$ cat config.mk
export PLATFORM = sky130hd
export DESIGN_NAME = instr_fetch_fsm
export DESIGN_NICKNAME = d
export VERILOG_FILES = /design/src/rtl/micro_pkg.sv /design/src/rtl/fetch_watchdog.sv /design/src/rtl/instr_fetch_fsm.sv
export SDC_FILE = /design/constraint.sdc
export NUM_CORES = 1
export LEC_CHECK = 0
export BUFFER_PORTS_ARGS = -buffer_cell sky130_fd_sc_hd__buf_4
export CAP_MARGIN = 40
export CORE_UTILIZATION = 50
export DETAILED_ROUTE_END_ITERATION = 10
export GPL_TIMING_DRIVEN = 0
export PLACE_DENSITY = 0.76
export SLEW_MARGIN = 15
export SYNTH_ARGS = -nofsm -noshare
export SYNTH_HDL_FRONTEND = slang
export SYNTH_SLANG_ARGS = --single-unit
$ cat constraint.sdc
create_clock -name clk -period 2.2 [get_ports clk]
set_input_delay 0 -clock clk [delete_from_list [all_inputs] [get_ports clk]]
set_output_delay 0 -clock clk [all_outputs]
set_load 0.02 [all_outputs]
$ cat src/rtl/micro_pkg.sv
// -----------------------------------------------------------------------------
// micro_pkg
// Shared definitions for the 16-bit bus microcontroller control FSMs.
//   - fetch_state_t : state encoding of the instruction-fetch controller
//   - OP_HALT       : opcode that stops the machine after it is fetched
//   - OP_ALU_MIN/MAX: opcode range decoded by the ALU execution FSM
//   - instr_t and field helpers: opcode[15:12], param1[11:6], param2[5:0]
// -----------------------------------------------------------------------------
package micro_pkg;

    localparam int INSTR_W = 16;

    localparam logic [3:0] OP_HALT    = 4'b0000;
    localparam logic [3:0] OP_ALU_MIN = 4'b1001;
    localparam logic [3:0] OP_ALU_MAX = 4'b1111;

    typedef enum logic [2:0] {
        ST_IDLE = 3'd0,
        ST_PC   = 3'd1,
        ST_RD   = 3'd2,
        ST_IR   = 3'd3,
        ST_EXEC = 3'd4,
        ST_HALT = 3'd5,
        ST_MERR = 3'd6,
        ST_XERR = 3'd7
    } fetch_state_t;

    typedef struct packed {
        logic [3:0] opcode;
        logic [5:0] param1;
        logic [5:0] param2;
    } instr_t;

    function automatic logic [3:0] get_opcode(input logic [INSTR_W-1:0] word);
        return word[15:12];
    endfunction

    function automatic logic [5:0] get_param1(input logic [INSTR_W-1:0] word);
        return word[11:6];
    endfunction

    function automatic logic [5:0] get_param2(input logic [INSTR_W-1:0] word);
        return word[5:0];
    endfunction

    // The ALU range runs to the top opcode, so only the lower bound needs a compare.
    function automatic logic is_alu_op(input logic [3:0] opcode);
        return opcode >= OP_ALU_MIN;
    endfunction

endpackage

$ cat src/rtl/fetch_watchdog.sv
// -----------------------------------------------------------------------------
// fetch_watchdog
// Loadable up-counter used as a latency watchdog by the fetch controller.
//   clk, rst   : clock, synchronous active-high reset
//   clr        : force count to zero (highest priority after rst)
//   load       : load count from load_val
//   en         : count up by one; holds once count reaches limit
//   load_val   : value taken on load
//   limit      : compare value
//   at_limit   : count == limit
// -----------------------------------------------------------------------------
module fetch_watchdog #(
    parameter int CW = 7
) (
    input  logic          clk,
    input  logic          rst,
    input  logic          clr,
    input  logic          load,
    input  logic          en,
    input  logic [CW-1:0] load_val,
    input  logic [CW-1:0] limit,
    output logic          at_limit
);

    logic [CW-1:0] count;

    // NOTE: state registers update with non-blocking assignments so every
    // flop samples the pre-edge value of its neighbours.
    always_ff @(posedge clk) begin
        if (rst) begin
            count <= '0;
        end else if (clr) begin
            count <= '0;
        end else if (load) begin
            count <= load_val;
        end else if (en && !at_limit) begin
            count <= count + 1'b1;
        end
    end

    assign at_limit = (count == limit);

endmodule

$ cat src/rtl/instr_fetch_fsm.sv
// -----------------------------------------------------------------------------
// instr_fetch_fsm
// Instruction-fetch controller: PC -> MAR, memory read, MDR -> IR, then parks
// in EXEC with IF_active low until an execution FSM reports done. Memory and
// execution latency are guarded by one shared watchdog; a timeout traps the
// machine in MERR or XERR until reset.
//   clk, rst     : clock, synchronous active-high reset
//   run          : start fetching (looked at in IDLE only)
//   bus_in       : shared data bus, carries the MDR value during IR
//   mem_ready    : program memory read data valid (looked at in RD only)
//   exec_done    : OR of execution FSM done pulses (looked at in EXEC only)
//   PC_out, MAR_in, MEM_rd, MDR_out, IR_in : bus/memory strobes
//   IF_active    : low only while an instruction executes
//   fullBitNum   : current instruction word, loaded when IR is left
//   halted, mem_err, exec_err : terminal-state flags
//   fetch_count  : instructions fetched since reset, wraps at 16 bits
// -----------------------------------------------------------------------------
module instr_fetch_fsm
    import micro_pkg::*;
#(
    parameter int WIDTH        = 16,
    parameter int MEM_TIMEOUT  = 8,
    parameter int EXEC_TIMEOUT = 64
) (
    input  logic             clk,
    input  logic             rst,
    input  logic             run,
    input  logic [WIDTH-1:0] bus_in,
    input  logic             mem_ready,
    input  logic             exec_done,
    output logic             PC_out,
    output logic             MAR_in,
    output logic             MEM_rd,
    output logic             MDR_out,
    output logic             IR_in,
    output logic             IF_active,
    output logic [WIDTH-1:0] fullBitNum,
    output logic             halted,
    output logic             mem_err,
    output logic             exec_err,
    output logic [15:0]      fetch_count
);

    localparam int WD_MAX = (MEM_TIMEOUT > EXEC_TIMEOUT) ? MEM_TIMEOUT : EXEC_TIMEOUT;
    localparam int WD_W   = $clog2(WD_MAX) + 1;

    fetch_state_t state, state_nxt;

    logic            wd_clr;
    logic            wd_en;
    logic            wd_hit;
    logic [WD_W-1:0] wd_limit;

    // The watchdog runs only in the two wait states and is held at zero
    // elsewhere, so it reads zero on the first cycle of RD and of EXEC.
    // Comparing against TIMEOUT-1 makes wd_hit true on the TIMEOUT-th wait
    // cycle; a ready/done on that same cycle still wins in the next-state logic.
    assign wd_en    = (state == ST_RD) || (state == ST_EXEC);
    assign wd_clr   = !wd_en;
    assign wd_limit = (state == ST_RD) ? WD_W'(MEM_TIMEOUT - 1) : WD_W'(EXEC_TIMEOUT - 1);

    fetch_watchdog #(
        .CW (WD_W)
    ) u_watchdog (
        .clk      (clk),
        .rst      (rst),
        .clr      (wd_clr),
        .load     (1'b0),
        .en       (wd_en),
        .load_val ('0),
        .limit    (wd_limit),
        .at_limit (wd_hit)
    );

    always_ff @(posedge clk) begin
        if (rst) begin
            state <= ST_IDLE;
        end else begin
            state <= state_nxt;
        end
    end

    // NOTE: every signal driven here gets a default first; a path that left
    // one unassigned would infer a latch.
    always_comb begin
        state_nxt = state;
        unique case (state)
            ST_IDLE: if (run) state_nxt = ST_PC;
            ST_PC:   state_nxt = ST_RD;
            ST_RD: begin
                if (mem_ready)   state_nxt = ST_IR;
                else if (wd_hit) state_nxt = ST_MERR;
            end
            ST_IR: begin
                if (get_opcode(bus_in) == OP_HALT) state_nxt = ST_HALT;
                else                               state_nxt = ST_EXEC;
            end
            ST_EXEC: begin
                if (exec_done)   state_nxt = ST_PC;
                else if (wd_hit) state_nxt = ST_XERR;
            end
            // HALT, MERR, XERR are terminal; only rst leaves them.
            default: state_nxt = state;
        endcase
    end

    // Moore outputs: decoded from the registered state only.
    always_comb begin
        PC_out    = 1'b0;
        MAR_in    = 1'b0;
        MEM_rd    = 1'b0;
        MDR_out   = 1'b0;
        IR_in     = 1'b0;
        IF_active = 1'b1;
        halted    = 1'b0;
        mem_err   = 1'b0;
        exec_err  = 1'b0;
        unique case (state)
            ST_PC: begin
                PC_out = 1'b1;
                MAR_in = 1'b1;
            end
            ST_RD:   MEM_rd = 1'b1;
            ST_IR: begin
                MDR_out = 1'b1;
                IR_in   = 1'b1;
            end
            ST_EXEC: IF_active = 1'b0;
            ST_HALT: halted    = 1'b1;
            ST_MERR: mem_err   = 1'b1;
            ST_XERR: exec_err  = 1'b1;
            default: ;
        endcase
    end

    // The instruction word is captured only on the edge that leaves IR, so it
    // stays stable for the whole of EXEC. HALT words are counted too.
    always_ff @(posedge clk) begin
        if (rst) begin
            fullBitNum  <= '0;
            fetch_count <= '0;
        end else if (state == ST_IR) begin
            fullBitNum  <= bus_in;
            fetch_count <= fetch_count + 16'd1;
        end
    end

endmodule

==> results of run 1 <==
==> how the worst min path moves through the flow <==
stage	end	slack, ns
after floorplan	fullBitNum[0]	0.14
after global placement	fullBitNum[1]	0.25
after detailed placement	fullBitNum[5]	0.26
after CTS	fetch_count[1]	0.11
after global routing	fetch_count[1]	0.13
final	fetch_count[1]	0.11
==> through the flow <==
step	power [W]	util	cells
final	0.001705	0.7415	368
after global routing	0.001773	0.7415	368
after CTS	0.001712	0.7415	368
after detailed placement	0.001095	0.6638	342
after global placement	0.001091	0.6638	342
after floorplan	0.0009932	-	234
==> routing by layer <==
layer	wire (um)	global-route usage	up-vias
li1	-	-	992
met1	2132	0.3087	916
met2	2455	0.4105	53
met3	206	0.05893	8
met4	82	0.1194	0
met5	0	0	-
==> worst max-delay path: stages, from the launching register on <==
cell and delay (ns):
dfxtp_1 0.31, buf_6 0.13, and2b_2 0.26, nand2_4 0.10, clkinv_2 0.10, clkbuf_1 0.40
buf_4 0.20, buf_4 0.13
==> sequential cells by signal (all words and copies together), names as in the netlist <==
signal,cells
fetch_count,16
fullBitNum,16
state,3
u_watchdog.count,7
==> kinds of logic after synthesis <==
kind of cell | after synthesis | synth area share
AOI/OAI and AO/OA | 46 | 0.1362
xor gates and xnor gates | 10 | 0.04907
adders and majority gates | 2 | 0.01291
buffers and inverters | 20 | 0.04906
DFF | 42 | 0.4338
muxes | 5 | 0.02840
and+or+nand+nor | 109 | 0.2905
==> area by class of cell <==
| cell class | count | area (sq um) |
|---|---|---|
| tap | 48 | 60.06 |
| timing repair buffer | 78 | 630.6 |
| multi-input combinational | 172 | 1002 |
| inverter | 6 | 23.77 |
| clock inverter | 1 | 30.03 |
| fill | 302 | 953.4 |
| buffer | 14 | 71.32 |
| clock buffer | 7 | 76.32 |
| sequential | 42 | 840.8 |
==> layout by cell type, fill, tap and decap left out, drive strengths merged, types with 2 or more instances in the layout <==
cell type,n
buf,66
nand2,45
dfxtp,42
a21oi,29
dlygate4sd3,18
nor2,15
clkbuf,15
nand3,10
or3,7
o21ai,7
xor2,7
nor3,6
and3,6
inv,5
nand4,4
mux2i,4
and4,3
or4,3
xnor2,3
nand4b,2
o31ai,2
nor4,2
ha,2
==> timing repair <==
| item | in CTS | in global routing |
|---|---|---|
| endpoints found under the hold margin | 18 | 0 |
| hold buffers | 18 | 0 |
| gates resized for setup | 0 | 0 |
==> where the power goes <==
group | internal (W) | switching, W
logic | 0.000137 | 0.000170
registers | 0.000782 | 0.0000179
clock network | 0.000340 | 0.000258
total | 0.00126 | 0.000446
==> metrics.yaml, run 1 <==
status: "finished clean"
yosysTopAreaCellShare: 0.4338
hold_class: "input port to register"
dpl.hpwl_um: 3195
initial_utilization: 0.5254
place_area_sq_um: 2449
die_area_sq_um: 4129
synth_edf_count: 0
ios: 62
grt_pass1_vias: 1764
leakage_nw: 1.156
netlist_top_cells_area: "dfxtp_1, nand2_1, a21oi_1"
first_iter_violations: 145
clockBufferDepth: 2
critical_path_class: "register to primary output"
grt_pass1_wl_um: 7990
place_ws_ns: 0.4668
ant_nets: 0
ys_warn_count: 0
critPathLaunch: "state[2]"
rrSetupSlack_ns: 0.44
finalClockSkew_ns: 0.002920
wirelength_um: 4877
cp_data_required_time_ns: 2.20
finalSetupViolations: 0
h-tree-depth: 2
syn-mean-instance-area_sq_um: 8.283
setup-tns-final_ns: 0
period_needed_ns: 1.930
rows: 22
layout_setup_ws_ns: 0.2697
arrival_ns: 1.93
grt_use_total: 0.2512
grt_max_degree: 13
power.density_nw_per_um2: 623.5
die_h_um: 64.26
vias_per_cell: 5.351
antenna_cells: 0
syn-num-nets: 257
antenna_found_initial: 0
finalHoldViolations: 0
cp-start-kind: "register"
worst_slew_pin_slew_ns: 0.5009
port_buffers: 60
worstHoldPathCells: 2
rr_worst_depth: 5
max_slew_margin: 0.6661
cts_setup_buffers: 0
clk_pin_slew_ns: 0.08
peakVddDrop_uv: 478.3
critPathCaptureType: "primary output"
drv_slew: 0
root_buffer: "clkbuf_8"
min_from: "rst"
synth_common_cells: "nand2_1, dfxtp_1, a21oi_1"
cts_tree: "done"
syn2layout_area_growth_pct: 41.12
fmaxAchievable_mhz: 518.1
netlist_area_sq_um: 1938
synth.most_common_cell: "nand2_1"
yosysSeqAreaShare: 0.4338
wire_per_inst_um: 13.25
clock_sinks: 42
die_w_um: 64.26
rsz0062_at_grt: "false"
regToRegEndpoint: "state[1]"
nets: 342
drtPass1Iterations: 6
drive_gt1_frac: 0.2531
ys_async_sr_fraction: 0
r2r_start: "state[0]"
min_period_over_period: 0.8774
gp_congestion: 0.7511
ys.flop_type: "dfxtp_1"
remaining_drc_errors: 0
overflow: 0
post-route-cell-area_sq_um: 2735
crit_end: "MDR_out"
yosysTopAreaCell: "dfxtp_1"
fin_hold_ws_ns: 0.1075
num_vias: 1969
synth_cell_type_count: 45
clock_insertion_delay_worst_skew_ns: 0.29
cts_buffers: 5
crit_fanout: 11
core_area_sq_um: 3689
netlist_instances: 234
synth-seq-cells: 42
maxCapViolCount: 0
Power figures use the tool's default switching activity.
==> run 2: changes to the inputs <==
--- a/config.mk
+++ b/config.mk
@@ -5,12 +5,13 @@
 export SDC_FILE = /design/constraint.sdc
 export NUM_CORES = 1
 export LEC_CHECK = 0
+export ABC_AREA = 1
 export BUFFER_PORTS_ARGS = -buffer_cell sky130_fd_sc_hd__buf_4
 export CAP_MARGIN = 40
 export CORE_UTILIZATION = 50
 export DETAILED_ROUTE_END_ITERATION = 10
 export GPL_TIMING_DRIVEN = 0
-export PLACE_DENSITY = 0.76
+export PLACE_DENSITY = 0.75
 export SLEW_MARGIN = 15
 export SYNTH_ARGS = -nofsm -noshare
 export SYNTH_HDL_FRONTEND = slang
==> run 2 against run 1 <==
  * Flip-flop and latch count unchanged
  * Maximum frequency increased by 4.0%
  * Die area increased by 2.4%
  * Power increased by 42%
  * Sequential share of layout area decreased by 0.66 points
  * Area after synthesis increased by 2.5%
  * Highest routed layer unchanged
==> metrics.yaml, run 2 <==
ios: 62  # unchanged
rrSetupSlack_ns: 0.60  # +0.16 ns
crit_fanout: 11  # unchanged
clock_insertion_delay_worst_skew_ns: 0.30  # about the same
rsz0062_at_grt: "false"
h-tree-depth: 2  # unchanged
synth_cell_type_count: 25  # -44%
synth_edf_count: 0  # unchanged
gp_congestion: 0.7752  # +3.2%
cts_buffers: 5  # unchanged
ant_nets: 0  # unchanged
wirelength_um: 5012  # +2.8%
cts-resized-gates: 0  # unchanged
reg_top3: "fetch_count (16), fullBitNum (16), u_watchdog.count (7)"
finalSetupViolations: 0  # unchanged
cp_num_buf_inv: 4  # -1
max_slew_margin: 0.6633  # -0.002747
critPathLaunch: "state[0]"
grt_max_degree: 14  # +1
dpl.hpwl_um: 3431  # +7.4%
leakage_nw: 1.262  # +9.2%
cp_data_required_time_ns: 2.20  # about the same
period_needed_ns: 1.857  # -0.07346 ns
initial_utilization: 0.5307  # +0.005308
drive_gt1_frac: 0.2249  # -0.02826
rows: 22  # unchanged
stdcell_count: 426  # +16%
netlist_area_sq_um: 1987  # +2.5%
finalHoldViolations: 0  # unchanged
die_w_um: 65.04  # +1.2%
worst_slew_pin_slew_ns: 0.5050  # +0.004120 ns
grt_use_total: 0.2569  # +0.005720
clock_sinks: 42  # unchanged
min_period_over_period: 0.8440  # -0.03339
num_vias: 2134  # +8.4%
fmaxAchievable_mhz: 538.6  # +4.0%
ys_warn_count: 0  # unchanged
overflow: 0  # unchanged
yosysSeqAreaShare: 0.4232  # -0.01065
status: "finished clean"
crit_chain: "nand3_2 -> inv_2 -> clkbuf_1 -> buf_4 -> buf_4"
crit_end: "MDR_out"
cp-start-kind: "register"
grt_pass1_vias: 1900  # +7.7%
layout_common_cells: "buf_4, nor2_1, nand2_1"
syn-mean-instance-area_sq_um: 6.828  # -18%
synth-seq-cells: 42  # unchanged
worst-path-stages: 5  # -2
vias_per_cell: 5.009  # -6.4%
die_h_um: 65.04  # +1.2%
cts_tree: "done"
ys.flop_type: "dfxtp_1"
drv_slew: 0  # unchanged
antenna_found_initial: 0  # unchanged
antenna_cells: 0  # unchanged
r2r_start: "state[0]"
core_area_sq_um: 3744  # +1.5%
nets: 400  # +17%
slowest_delay_ns: 0.47  # +0.07 ns
ys_async_sr_fraction: 0  # unchanged
clockBufferDepth: 2  # unchanged
setup-tns-final_ns: 0  # unchanged
hold_class: "input port to register"
drtPass1Iterations: 5  # -1
clk_pin_slew_ns: 0.08  # about the same
syn-num-nets: 314  # +22%
dp.cells: 400  # +17%
port_buffers: 61  # +1.7%
arrival_ns: 1.86  # -0.07 ns
grt_pass1_wl_um: 8390  # +5.0%
critPathCaptureType: "primary output"
critical_path_class: "register to primary output"
cp_common_cell: "buf_4"
syn2layout_area_growth_pct: 40.68
final_common_cell: "buf_4"
netlist_instances: 291  # +24%
remaining_drc_errors: 0  # unchanged
first_iter_violations: 73  # -50%
synth_common_cells: "nor2_1, nand2_1, dfxtp_1"
finalClockSkew_ns: 0.006844  # +0.003924 ns
ctsHoldBuffers: 18  # unchanged
die_area_sq_um: 4230  # +2.4%
regToRegEndpoint: "fetch_count[14]"
cts_setup_buffers: 0  # unchanged
yosysTopAreaCellShare: 0.4232  # -0.01065
power.density_nw_per_um2: 863.6  # +39%
rr_worst_depth: 8  # +3
synth.most_common_cell: "nor2_1"
peakVddDrop_uv: 657.5  # +37%
yosysTopAreaCell: "dfxtp_1"
wire_per_inst_um: 11.77  # -11%
slowest_stage: "dfxtp_1"
netlist_top_cells_area: "dfxtp_1, nor2_1, nand2_1"
maxCapViolCount: 0  # unchanged
root_buffer: "clkbuf_8"
critPathTopFamily: "buffers and inverters"
-- run 2: cell types whose count changed after synthesis, moves of 3 or more --
| cell | before | now |
|---|---|---|
| mux2i_1 | 3 | 0 |
| and4_1 | 3 | 0 |
| inv_1 | 5 | 28 |
| nand2_1 | 43 | 49 |
| and3_1 | 6 | 0 |
| o21ai_0 | 7 | 28 |
| or4_1 | 3 | 0 |
| clkbuf_1 | 8 | 4 |
| a21oi_1 | 29 | 21 |
| nand3_1 | 10 | 21 |
| nor2_1 | 15 | 58 |
| nor2_2 | 0 | 3 |
| or3_1 | 7 | 0 |
| inv_2 | 0 | 4 |
-- run 2: area by class of cell --
| class | count | area [sq um] |
|---|---|---|
| plain buffers | 10 | 51.30 |
| clock buffers | 6 | 72.57 |
| clock inverters | 2 | 37.54 |
| fillers | 305 | 948.4 |
| inverters | 32 | 120.1 |
| multi-input cells | 207 | 974.7 |
| flip-flops and latches | 42 | 840.8 |
| well taps | 48 | 60.06 |
| repair buffers | 79 | 638.1 |
-- run 2: worst min-delay path, delay by kind of cell --
family,cells,cell delay (ns)
AND/OR/NAND/NOR,4,0.26
buffers and inverters,1,0.08
AO/OA/AOI/OAI,1,0.08
-- run 2: how the worst min path moves through the flow --
stage | start | to | slack [ns] | cells past startpoint
6_report | exec_done | state[2] | 0.16 | 6
5_1_grt | mem_ready | state[2] | 0.21 | 7
4_1_cts | exec_done | state[2] | 0.16 | 6
3_5_place_dp | rst | fetch_count[13] | 0.22 | 2
3_3_place_gp | rst | fetch_count[15] | 0.21 | 2
2_1_floorplan | rst | fetch_count[13] | 0.07 | 1
-- run 2: metal layers --
layer	up-vias	wire [um]	GRT usage
li1	1108	-	-
met1	962	2207	0.3059
met3	6	287	0.07570
met5	-	0	0
met2	58	2468	0.4479
met4	0	49	0.06522
-- run 2: kinds of logic after synthesis --
family	synth area share
buf+inv	0.08626
flops	0.4232
xor+xnor	0.02645
fa+ha+maj	0.01259
compound gates	0.1411
simple gates	0.3105
-- run 2: metrics by stage --
stage	hold WS [ns]	instance area (sq um)	power [W]	worst slack, ns	utilization
floorplan	0.06907	1987	0.001504	0.7033	-
global placement	0.2148	2505	0.001778	0.6441	0.6691
detailed placement	0.2182	2505	0.001793	0.6142	0.6691
CTS	0.1587	2795	0.002419	0.3647	0.7467
global route	0.2126	2795	0.002572	0.2282	0.7467
finish	0.1584	2795	0.002414	0.3432	0.7467
-- run 2: report_power, final --
part | internal (W) | switching [W] | total (W)
clock | 0.000339 | 0.000266 | 0.000605
combinational | 0.000343 | 0.000525 | 0.000869
sequential | 0.000856 | 0.0000842 | 0.000940
total | 0.00154 | 0.000876 | 0.00241
==> run 3: changes to the inputs <==
==> constraint.sdc (replaced) <==
create_clock -name clk -period 1.9 [get_ports clk]
set_input_delay 0 -clock clk [delete_from_list [all_inputs] [get_ports clk]]
set_output_delay 0 -clock clk [all_outputs]
set_load 0.02 [all_outputs]
==> run 3 against run 2 <==
  * Core utilization shrank 0.10 points
  * Sequential power grew 16%
  * Sequential share of layout area is essentially flat
  * Clock power grew 16%
  * Count of clock-buffer cells in the layout is the same
  * Die area is the same
  * Global-route usage is the same
  * Worst setup slack lost 0.048 ns
  * Non-clock buffer count shrank 1
  * Cell count shrank 0.23%
  * Critical endpoint is now fetch_count[14]
  * Highest routed layer unchanged
==> metrics.yaml, run 3 (synthesized netlist as in run 2, its figures left out) <==
arrival_ns: 1.80  # -0.06 ns
die_area_sq_um: 4230  # unchanged
critPathCaptureType: "register"
max_slew_margin: 0.6722  # +0.008878
worst_slew_pin_slew_ns: 0.4917  # -0.01332 ns
slowest_delay_ns: 0.47  # about the same
drive_gt1_frac: 0.2255  # +0.0005965
critical_path_class: "register to register"
die_w_um: 65.04  # unchanged
finalHoldViolations: 0  # unchanged
drv_slew: 0  # unchanged
rsz0062_at_grt: "false"
vias_per_cell: 4.953  # -1.1%
swShare: 0.3623  # -0.0006340
status: "finished clean"
core_area_sq_um: 3744  # unchanged
nets: 399  # -0.25%
slowest_stage: "dfxtp_1"
p_seq_frac: 0.390  # about the same
root_buffer: "clkbuf_8"
wirelength_um: 4948  # -1.3%
cts_buffers: 5  # unchanged
comb_power_share: 0.358  # -0.002
antenna_cells: 0  # unchanged
remaining_drc_errors: 0  # unchanged
clock_insertion_delay_worst_skew_ns: 0.30  # about the same
ant_nets: 0  # unchanged
num_vias: 2105  # -1.4%
dpl.hpwl_um: 3431  # unchanged
clk_pin_slew_ns: 0.08  # about the same
drtPass1Iterations: 4  # -1
rows: 22  # unchanged
internal_power_w: 0.001779  # +16%
period_needed_ns: 1.605
clock_sinks: 42  # unchanged
gp_congestion: 0.7752  # unchanged
cp_data_required_time_ns: 2.09  # -0.11 ns
cts_tree: "done"
grt_pass1_vias: 1900  # unchanged
leakage_nw: 1.261  # about the same
min_period_over_period: 0.8446
first_iter_violations: 54  # -26%
grt_use_total: 0.2569  # unchanged
reg_top3: "fetch_count (16), fullBitNum (16), u_watchdog.count (7)"
crit_fanout: 10  # -1
syn2layout_area_growth_pct: 40.49
initial_utilization: 0.5307  # unchanged
finalSetupViolations: 0  # unchanged
finalClockSkew_ns: 0.007857  # +0.001013 ns
ios: 62  # unchanged
antenna_found_initial: 0  # unchanged
setup-tns-final_ns: 0  # unchanged
power.density_nw_per_um2: 999.4  # +16%
final_common_cell: "buf_4"
hold_class: "input port to register"
switchingPower_w: 0.001011  # +15%
maxCapViolCount: 0  # unchanged
fmaxAchievable_mhz: 623.1
clockBufferDepth: 2  # unchanged
die_h_um: 65.04  # unchanged
grt_max_degree: 14  # unchanged
overflow: 0  # unchanged
grt_pass1_wl_um: 8390  # unchanged
cp_common_cell: "nor2_1"
clockPowerShare: 0.252  # about the same
fin_hold_ws_ns: 0.1645  # +0.006111 ns
crit_chain: "nand3_2 -> buf_2 -> nor2_1 -> nand4_1 -> nor2_1 -> nand2_1 -> nand2_1 -> nor2_1"
wire_per_inst_um: 11.64  # -1.0%
layout_common_cells: "buf_4, nor2_1, nand2_1"
h-tree-depth: 2  # unchanged
cp-start-kind: "register"
port_buffers: 61  # unchanged
peakVddDrop_uv: 767.2  # +17%
cts_setup_buffers: 0  # unchanged
## run 3: cell count changes in the layout (fill, tap and decap cells not counted), sizes merged
cell    delta
clkbuf     -1
## run 3: cell type report
class / instances / area, sq um
sequential: 42 / 840.8
clock inverter: 2 / 37.54
fill: 307 / 952.2
inverter: 32 / 120.1
multi-input combinational: 207 / 974.7
tap: 48 / 60.06
clock buffer: 6 / 72.57
timing repair buffer: 79 / 638.1
buffer: 9 / 47.55
## run 3: power groups by stage
stage                     Clock [W]  Combinational, W  Sequential [W]
after floorplan                   0          0.000569         0.00117
after global placement            0          0.000955         0.00110
after detailed placement          0          0.000972         0.00110
after CTS                  0.000712           0.00100         0.00109
after global routing       0.000753           0.00112         0.00110
final                      0.000702          0.000999         0.00109
## run 3: path summary, 6_finish.rpt
path | start | endpoint | slack (ns) | cells after the start
worst min-delay path | exec_done | state[2] | 0.16 | 6
worst max-delay path | state[0] | fetch_count[14] | 0.30 | 8
worst max register to register | state[0] | fetch_count[14] | 0.30 | 8
worst min register to register | fullBitNum[5] | fullBitNum[5] | 0.49 | 2
## run 3: what timing repair did
item | 4_1_cts | 5_1_grt
endpoints found under the hold margin | 20 | 0
endpoints found under the setup margin | 0 | 1
gates resized for setup | 0 | 0
hold buffers | 18 | 0
## run 3: per-stage QoR
step             util  cells  instance area, sq um  setup slack, ns  total power, W
2_1_floorplan       -    291                  1987           0.4033        0.001741
3_3_place_gp   0.6691    400                  2505           0.3441        0.002059
3_5_place_dp   0.6691    400                  2505           0.3142        0.002076
4_1_cts        0.7467    426                  2795          0.06470        0.002801
5_1_grt        0.7457    425                  2791          0.08971        0.002975
6_report       0.7457    425                  2791           0.2952        0.002790
## run 3: worst max-delay path, delay by kind of cell, from the launching register on
family / cells / cell delay [ns]
buffers and inverters: 1 / 0.23
and+or+nand+nor: 7 / 0.80
DFF: 1 / 0.47
## run 3: metal layers
metal,vias to the layer above,share of wire,track usage
li1,1103,-,-
met1,946,0.44,0.3059
met2,51,0.49,0.4479
met3,5,0.057,0.07570
met4,0,0.0095,0.06522
met5,-,0,0
